**config.mk**
```make
export PLATFORM = sky130hd
export DESIGN_NAME = microwave_timer_flat
export DESIGN_NICKNAME = d
export VERILOG_FILES = /design/src/rtl/microwave_timer_if.sv /design/src/rtl/microwave_timer.sv /design/src/flat_wrapper.sv
export SDC_FILE = /design/constraint.sdc
export NUM_CORES = 1
export LEC_CHECK = 0
export CAP_MARGIN = 20
export CORE_MARGIN = 3
export CORE_UTILIZATION = 24
export CTS_CLUSTER_SIZE = 30
export DETAILED_ROUTE_END_ITERATION = 8
export PLACE_DENSITY_LB_ADDON = 0.3
export SLEW_MARGIN = 10
export SYNTH_ARGS = -nofsm -noshare
export SYNTH_HDL_FRONTEND = slang
export SYNTH_SLANG_ARGS = --single-unit
```
**constraint.sdc**
```tcl
create_clock -name clk -period 2.7 [get_ports clk]
set_input_delay 0.54 -clock clk [delete_from_list [all_inputs] [get_ports clk]]
set_output_delay 0.54 -clock clk [all_outputs]
set_load 0.05 [all_outputs]
```
**src/rtl/microwave_timer_if.sv**
```systemverilog
// Keypad/controller/display bundle for the microwave countdown timer.
// The master side (controller, keypad, bench) drives the buttons and mag_on.
// The slave side (the timer) returns the BCD time and completion flags.
interface microwave_timer_if;
   logic       clearn;
   logic       load_digit;
   logic [3:0] digit;
   logic       mag_on;
   logic [3:0] min_tens;
   logic [3:0] min_ones;
   logic [3:0] sec_tens;
   logic [3:0] sec_ones;
   logic       timer_done;
   logic       done_pulse;

   modport master (
      output clearn, load_digit, digit, mag_on,
      input  min_tens, min_ones, sec_tens, sec_ones, timer_done, done_pulse
   );

   modport slave (
      input  clearn, load_digit, digit, mag_on,
      output min_tens, min_ones, sec_tens, sec_ones, timer_done, done_pulse
   );
endinterface

```
**src/rtl/microwave_timer.sv**
```systemverilog
// Microwave cook-time countdown: MM:SS held as four BCD digits, keypad entry
// by left shift, one-second decrement per TICKS_PER_SEC clocks while the
// magnetron is on, and a done level/pulse for the on/off controller.
module microwave_timer #(
   parameter int TICKS_PER_SEC = 100
) (
   input logic            clk,
   input logic            rst,
   microwave_timer_if.slave bus
);

   localparam int PW = (TICKS_PER_SEC > 2) ? $clog2(TICKS_PER_SEC) : 1;
   localparam logic [PW-1:0] PRE_LAST = PW'(TICKS_PER_SEC - 1);

   typedef enum logic [1:0] {
      IDLE = 2'd0,
      SET  = 2'd1,
      RUN  = 2'd2
   } state_t;

   // Time packed as {min_tens, min_ones, sec_tens, sec_ones}.
   logic [15:0]   cur_time;
   logic [15:0]   nxt_time;
   logic [PW-1:0] pre;
   logic [PW-1:0] nxt_pre;
   state_t        state;
   state_t        nxt_state;
   logic          nxt_pulse;
   logic          done;
   logic          pulse;

   // One-second BCD decrement with the MM:SS borrow chain; sec_tens above 5
   // simply counts down like any other digit.
   function automatic logic [15:0] bcd_dec(input logic [15:0] t);
      logic [3:0] mt, mo, st, so;
      mt = t[15:12];
      mo = t[11:8];
      st = t[7:4];
      so = t[3:0];
      if (so != 4'd0) begin
         so = so - 4'd1;
      end else begin
         so = 4'd9;
         if (st != 4'd0) begin
            st = st - 4'd1;
         end else begin
            st = 4'd5;
            if (mo != 4'd0) begin
               mo = mo - 4'd1;
            end else begin
               mo = 4'd9;
               mt = mt - 4'd1;
            end
         end
      end
      return {mt, mo, st, so};
   endfunction

   // Next time/prescaler/pulse: clear beats load, load beats countdown.
   always_comb begin
      nxt_time  = cur_time;
      nxt_pre   = pre;
      nxt_pulse = 1'b0;
      if (!bus.clearn) begin
         nxt_time = 16'h0000;
         nxt_pre  = '0;
      end else if (bus.load_digit && !bus.mag_on && (bus.digit <= 4'd9)) begin
         nxt_time = {cur_time[11:0], bus.digit};
         nxt_pre  = '0;
      end else if (bus.mag_on && (state != IDLE)) begin
         if (pre == PRE_LAST) begin
            nxt_pre  = '0;
            nxt_time = bcd_dec(cur_time);
            if (bcd_dec(cur_time) == 16'h0000) begin
               nxt_pulse = 1'b1;
            end else begin
               nxt_pulse = 1'b0;
            end
         end else begin
            nxt_pre = pre + PW'(1);
         end
      end else begin
         nxt_time = cur_time;
      end
   end

   // State follows the time being registered on the same edge.
   always_comb begin
      if (nxt_time == 16'h0000) begin
         nxt_state = IDLE;
      end else if (bus.mag_on) begin
         nxt_state = RUN;
      end else begin
         nxt_state = SET;
      end
   end

   // Register time, prescaler, state and both completion outputs.
   always_ff @(posedge clk or posedge rst) begin
      if (rst) begin
         cur_time <= 16'h0000;
         pre      <= '0;
         state    <= IDLE;
         done     <= 1'b1;
         pulse    <= 1'b0;
      end else begin
         cur_time <= nxt_time;
         pre      <= nxt_pre;
         pulse    <= nxt_pulse;
         done     <= (nxt_time == 16'h0000);
         case (nxt_state)
            IDLE:    state <= IDLE;
            SET:     state <= SET;
            RUN:     state <= RUN;
            default: state <= IDLE;
         endcase
      end
   end

   assign bus.min_tens   = cur_time[15:12];
   assign bus.min_ones   = cur_time[11:8];
   assign bus.sec_tens   = cur_time[7:4];
   assign bus.sec_ones   = cur_time[3:0];
   assign bus.timer_done = done;
   assign bus.done_pulse = pulse;

endmodule
```
**src/flat_wrapper.sv**
```systemverilog
// flat-port wrapper written by rule: the top's interface ports become plain ports
module microwave_timer_flat 
#(
   parameter int TICKS_PER_SEC = 100
)
  (clk, rst, bus_clearn, bus_load_digit, bus_digit, bus_mag_on, bus_min_tens, bus_min_ones, bus_sec_tens, bus_sec_ones, bus_timer_done, bus_done_pulse);
  microwave_timer_if bus_i ();
  input logic clk;
  input logic rst;
  input wire logic [$bits(bus_i.clearn)-1:0] bus_clearn;
  input wire logic [$bits(bus_i.load_digit)-1:0] bus_load_digit;
  input wire logic [$bits(bus_i.digit)-1:0] bus_digit;
  input wire logic [$bits(bus_i.mag_on)-1:0] bus_mag_on;
  output wire logic [$bits(bus_i.min_tens)-1:0] bus_min_tens;
  output wire logic [$bits(bus_i.min_ones)-1:0] bus_min_ones;
  output wire logic [$bits(bus_i.sec_tens)-1:0] bus_sec_tens;
  output wire logic [$bits(bus_i.sec_ones)-1:0] bus_sec_ones;
  output wire logic [$bits(bus_i.timer_done)-1:0] bus_timer_done;
  output wire logic [$bits(bus_i.done_pulse)-1:0] bus_done_pulse;
  assign bus_i.clearn = bus_clearn;
  assign bus_i.load_digit = bus_load_digit;
  assign bus_i.digit = bus_digit;
  assign bus_i.mag_on = bus_mag_on;
  assign bus_min_tens = bus_i.min_tens;
  assign bus_min_ones = bus_i.min_ones;
  assign bus_sec_tens = bus_i.sec_tens;
  assign bus_sec_ones = bus_i.sec_ones;
  assign bus_timer_done = bus_i.timer_done;
  assign bus_done_pulse = bus_i.done_pulse;
  microwave_timer #(.TICKS_PER_SEC(TICKS_PER_SEC)) u_core (.clk(clk), .rst(rst), .bus(bus_i));
endmodule
```
==> results.yml <==
die:
  dieArea_sq_mm: 0.00809
  initial_core_util_pct: 25.6
  top_level_ports: 27
  fp.dieW_microns: 90.0
  core_sq_mm: 0.00660
  fp.dieH_microns: 90.0
  placementRows: 29
sta:
  relSlewSlack_pct: 65.7
  setup_viol_count_final: 0
  drv_slew: 0
  hold_violations: 0
  worstMarginPinSlew_ns: 0.512
  period_share_pct: 98.2
  clock_skew_ns: 0.00475
  fmax_ghz: 0.377
  fin_crit_ns: 2.65
yosys:
  ys_async_sr_fraction_pct: 100
  syn-num-nets: 205
  synthesis.area_sq_mm: 0.00169
  synth_seq_cells: 27
  seq_area_frac_synth_pct: 40.0
  synth-edff-count: 0
  avgSynthCellArea_sq_um: 8.72
  synthTopCellsByArea: "dfrtp_1, nand2_1, o21ai_0"
  yosys_most_used_dff: "dfrtp_1"
  yosysMostFrequentCell: "dfrtp_1"
  synth_cell_type_count: 51
  synth_top_area_share_pct: 38.5
  ys_top_cells_by_count: "dfrtp_1, nand2_1, nor2_1, o21ai_0, a21oi_1"
  syn_inst: 194
  yosysWarnings: 0
  yosysTopAreaCell: "dfrtp_1"
global_route:
  grt_pass1_wl_microns: 9270
  grtUsageTotal_pct: 13.8
  grt_max_degree: 28
  antenna_found_initial: 0
  grt_pass1_vias: 1811
  overflow: 0
place:
  place_inst: 351
  io_buffers: 26
  dp_hpwl_microns: 4080
  gp_congestion: 0.921
critical_path:
  cp-end-kind: "flip-flop"
  critical_path_buf_inv_count: 1
  cp_max_fo: 4
  cp_slowest_cell: "or4b_1"
  cp-start-kind: "input port"
  required_ns: 2.85
  cpPeakStageDelay_ns: 0.46
  arrival_ns: 2.80
  r2r_setup_slack_ns: 0.09
  crit_chain: "clkdlybuf4s50_1 -> o21a_1 -> o21ai_4 -> nor4b_2 -> or3_4 -> or4b_1 -> and4b_2 -> a21boi_1"
  cp_top_family: "simple AND/OR/NAND/NOR gates"
  critical_path_class: "in2reg"
layout:
  nNetsFinal: 276
  instances_no_fill: 357
  drive_above_1_share_pct: 30.3
  nFillCells: 708
  syn2layout_area_growth_pct: 51.7
  multiInputGateArea_sq_mm: 0.00107
  n_antenna_cell: 0
  ff_latch_area_sq_um: 677
  fin_util_pct: 38.9
power:
  combPwrFrac_pct: 28.2
  clkPwrFrac_pct: 25.3
  p_per_area_mw_per_mm2: 370
  p_leak_uw: 0.00106
  power.internal_uw: 644
  p_sw_uw: 305
  p_sw_share_pct: 32.1
  pwr-share-seq_pct: 46.5
  peakVddDrop_uv: 179
clocking:
  clk_path_buf_depth: 2
  ctsHoldBuffers: 0
  cts-root-buf: "clkbuf_8"
  htree_levels: 1
  worstSkewPairLatency_ns: 0.27
  cts_sinks: 27
  cts_tree: "yes"
  numCtsBuffers: 3
  clk_pin_slew_ns: 0.10
flow_run:
  drv_cap: 0
routing:
  wire_per_inst_microns: 15.9
  drt_iter0_drc: 129
  vias: 1813
  drc: 0
  ant_nets: 0
  drtPass1Iterations: 4
  viasPerCell: 5.08
  wl_microns: 5690
min_path:
  min_path_type: "reg2reg"
run_status:
  status: "finished clean"
power groups by stage:
stage          combinational (uW)  clock (uW)  sequential, uW
5_1_grt                       289         269             445
6_report                      267         240             441
3_5_place_dp                  242           0             447
2_1_floorplan                96.0           0             482
3_3_place_gp                  240           0             447
4_1_cts                       243         255             439
layout make-up:
class                      count  area share [%]
inverter                       8            1.17
sequential                    27            26.4
tap                           93            4.53
multi-input combinational    151            41.7
timing repair buffer          74            24.4
clock buffer                   4            1.76
cell families after synthesis:
family / Yosys count / synth area share (%)
compound gates: 50 / 19.6
xor+xnor: 7 / 3.62
fa+ha+maj: 2 / 1.48
buf+inv: 16 / 3.62
flops: 27 / 40.0
mux: 1 / 0.592
simple gates: 91 / 31.1
cells in the final DEF (no fill, tap or decap), types with 4 or more instances in the layout:
cell,Yosys,layout
inv_1,8,8
a21oi_1,10,9
xnor2_1,4,4
nor2_1,17,17
buf_4,0,47
nor4_1,7,5
dfrtp_1,26,26
nand3_1,6,5
clkdlybuf4s50_1,0,25
nor3_1,8,7
o21ai_0,13,11
nand4_1,6,6
nand2_1,21,21
flip-flops by register name, indices dropped and copies added (netlist names):
| register | count |
|---|---|
| u_core.pre | 7 |
| u_core.cur_time | 16 |
| u_core.state | 2 |
| u_core.bus.timer_done | 1 |
| u_core.bus.done_pulse | 1 |
path summary, 6_finish.rpt:
check	from	depth (start not counted)	end
min in group asynchronous	rst	3	u_core.pre[2]
worst min-delay path	u_core.pre[6]	1	u_core.pre[6]
worst max register to register	u_core.pre[2]	10	u_core.state[1]
max in group asynchronous	rst	3	u_core.bus.timer_done
worst min register to register	u_core.pre[6]	1	u_core.pre[6]
worst max-delay path	bus_digit[2]	8	u_core.state[1]
per-layer routing:
metal	wire (microns)	track usage, %	share of wire (%)	vias up
met3	234	2.25	4.1	6
met2	2620	20.6	46	56
li1	-	-	-	867
met1	2770	20.6	49	884
met5	0	0	0	-
met4	61	3.70	1.1	0
metrics by stage:
stage / worst slack (ns) / total power (uW) / setup TNS, ns / hold WS, ns / cell area, sq um
floorplan: 0.0203 / 578 / 0 / 0.465 / 1690
global placement: -0.173 / 687 / -0.500 / 0.495 / 2380
detailed placement: -0.256 / 689 / -0.756 / 0.498 / 2380
CTS: 0.0295 / 938 / 0 / 0.526 / 2440
global route: -0.0428 / 1000 / -0.112 / 0.565 / 2570
finish: 0.0493 / 948 / 0 / 0.531 / 2570
repair_timing:
action	CTS	global route
endpoints found under the setup margin	1	3
setup buffers	0	2
resized for setup	1	23
pin swaps	0	4
Power figures use the tool's default switching activity.
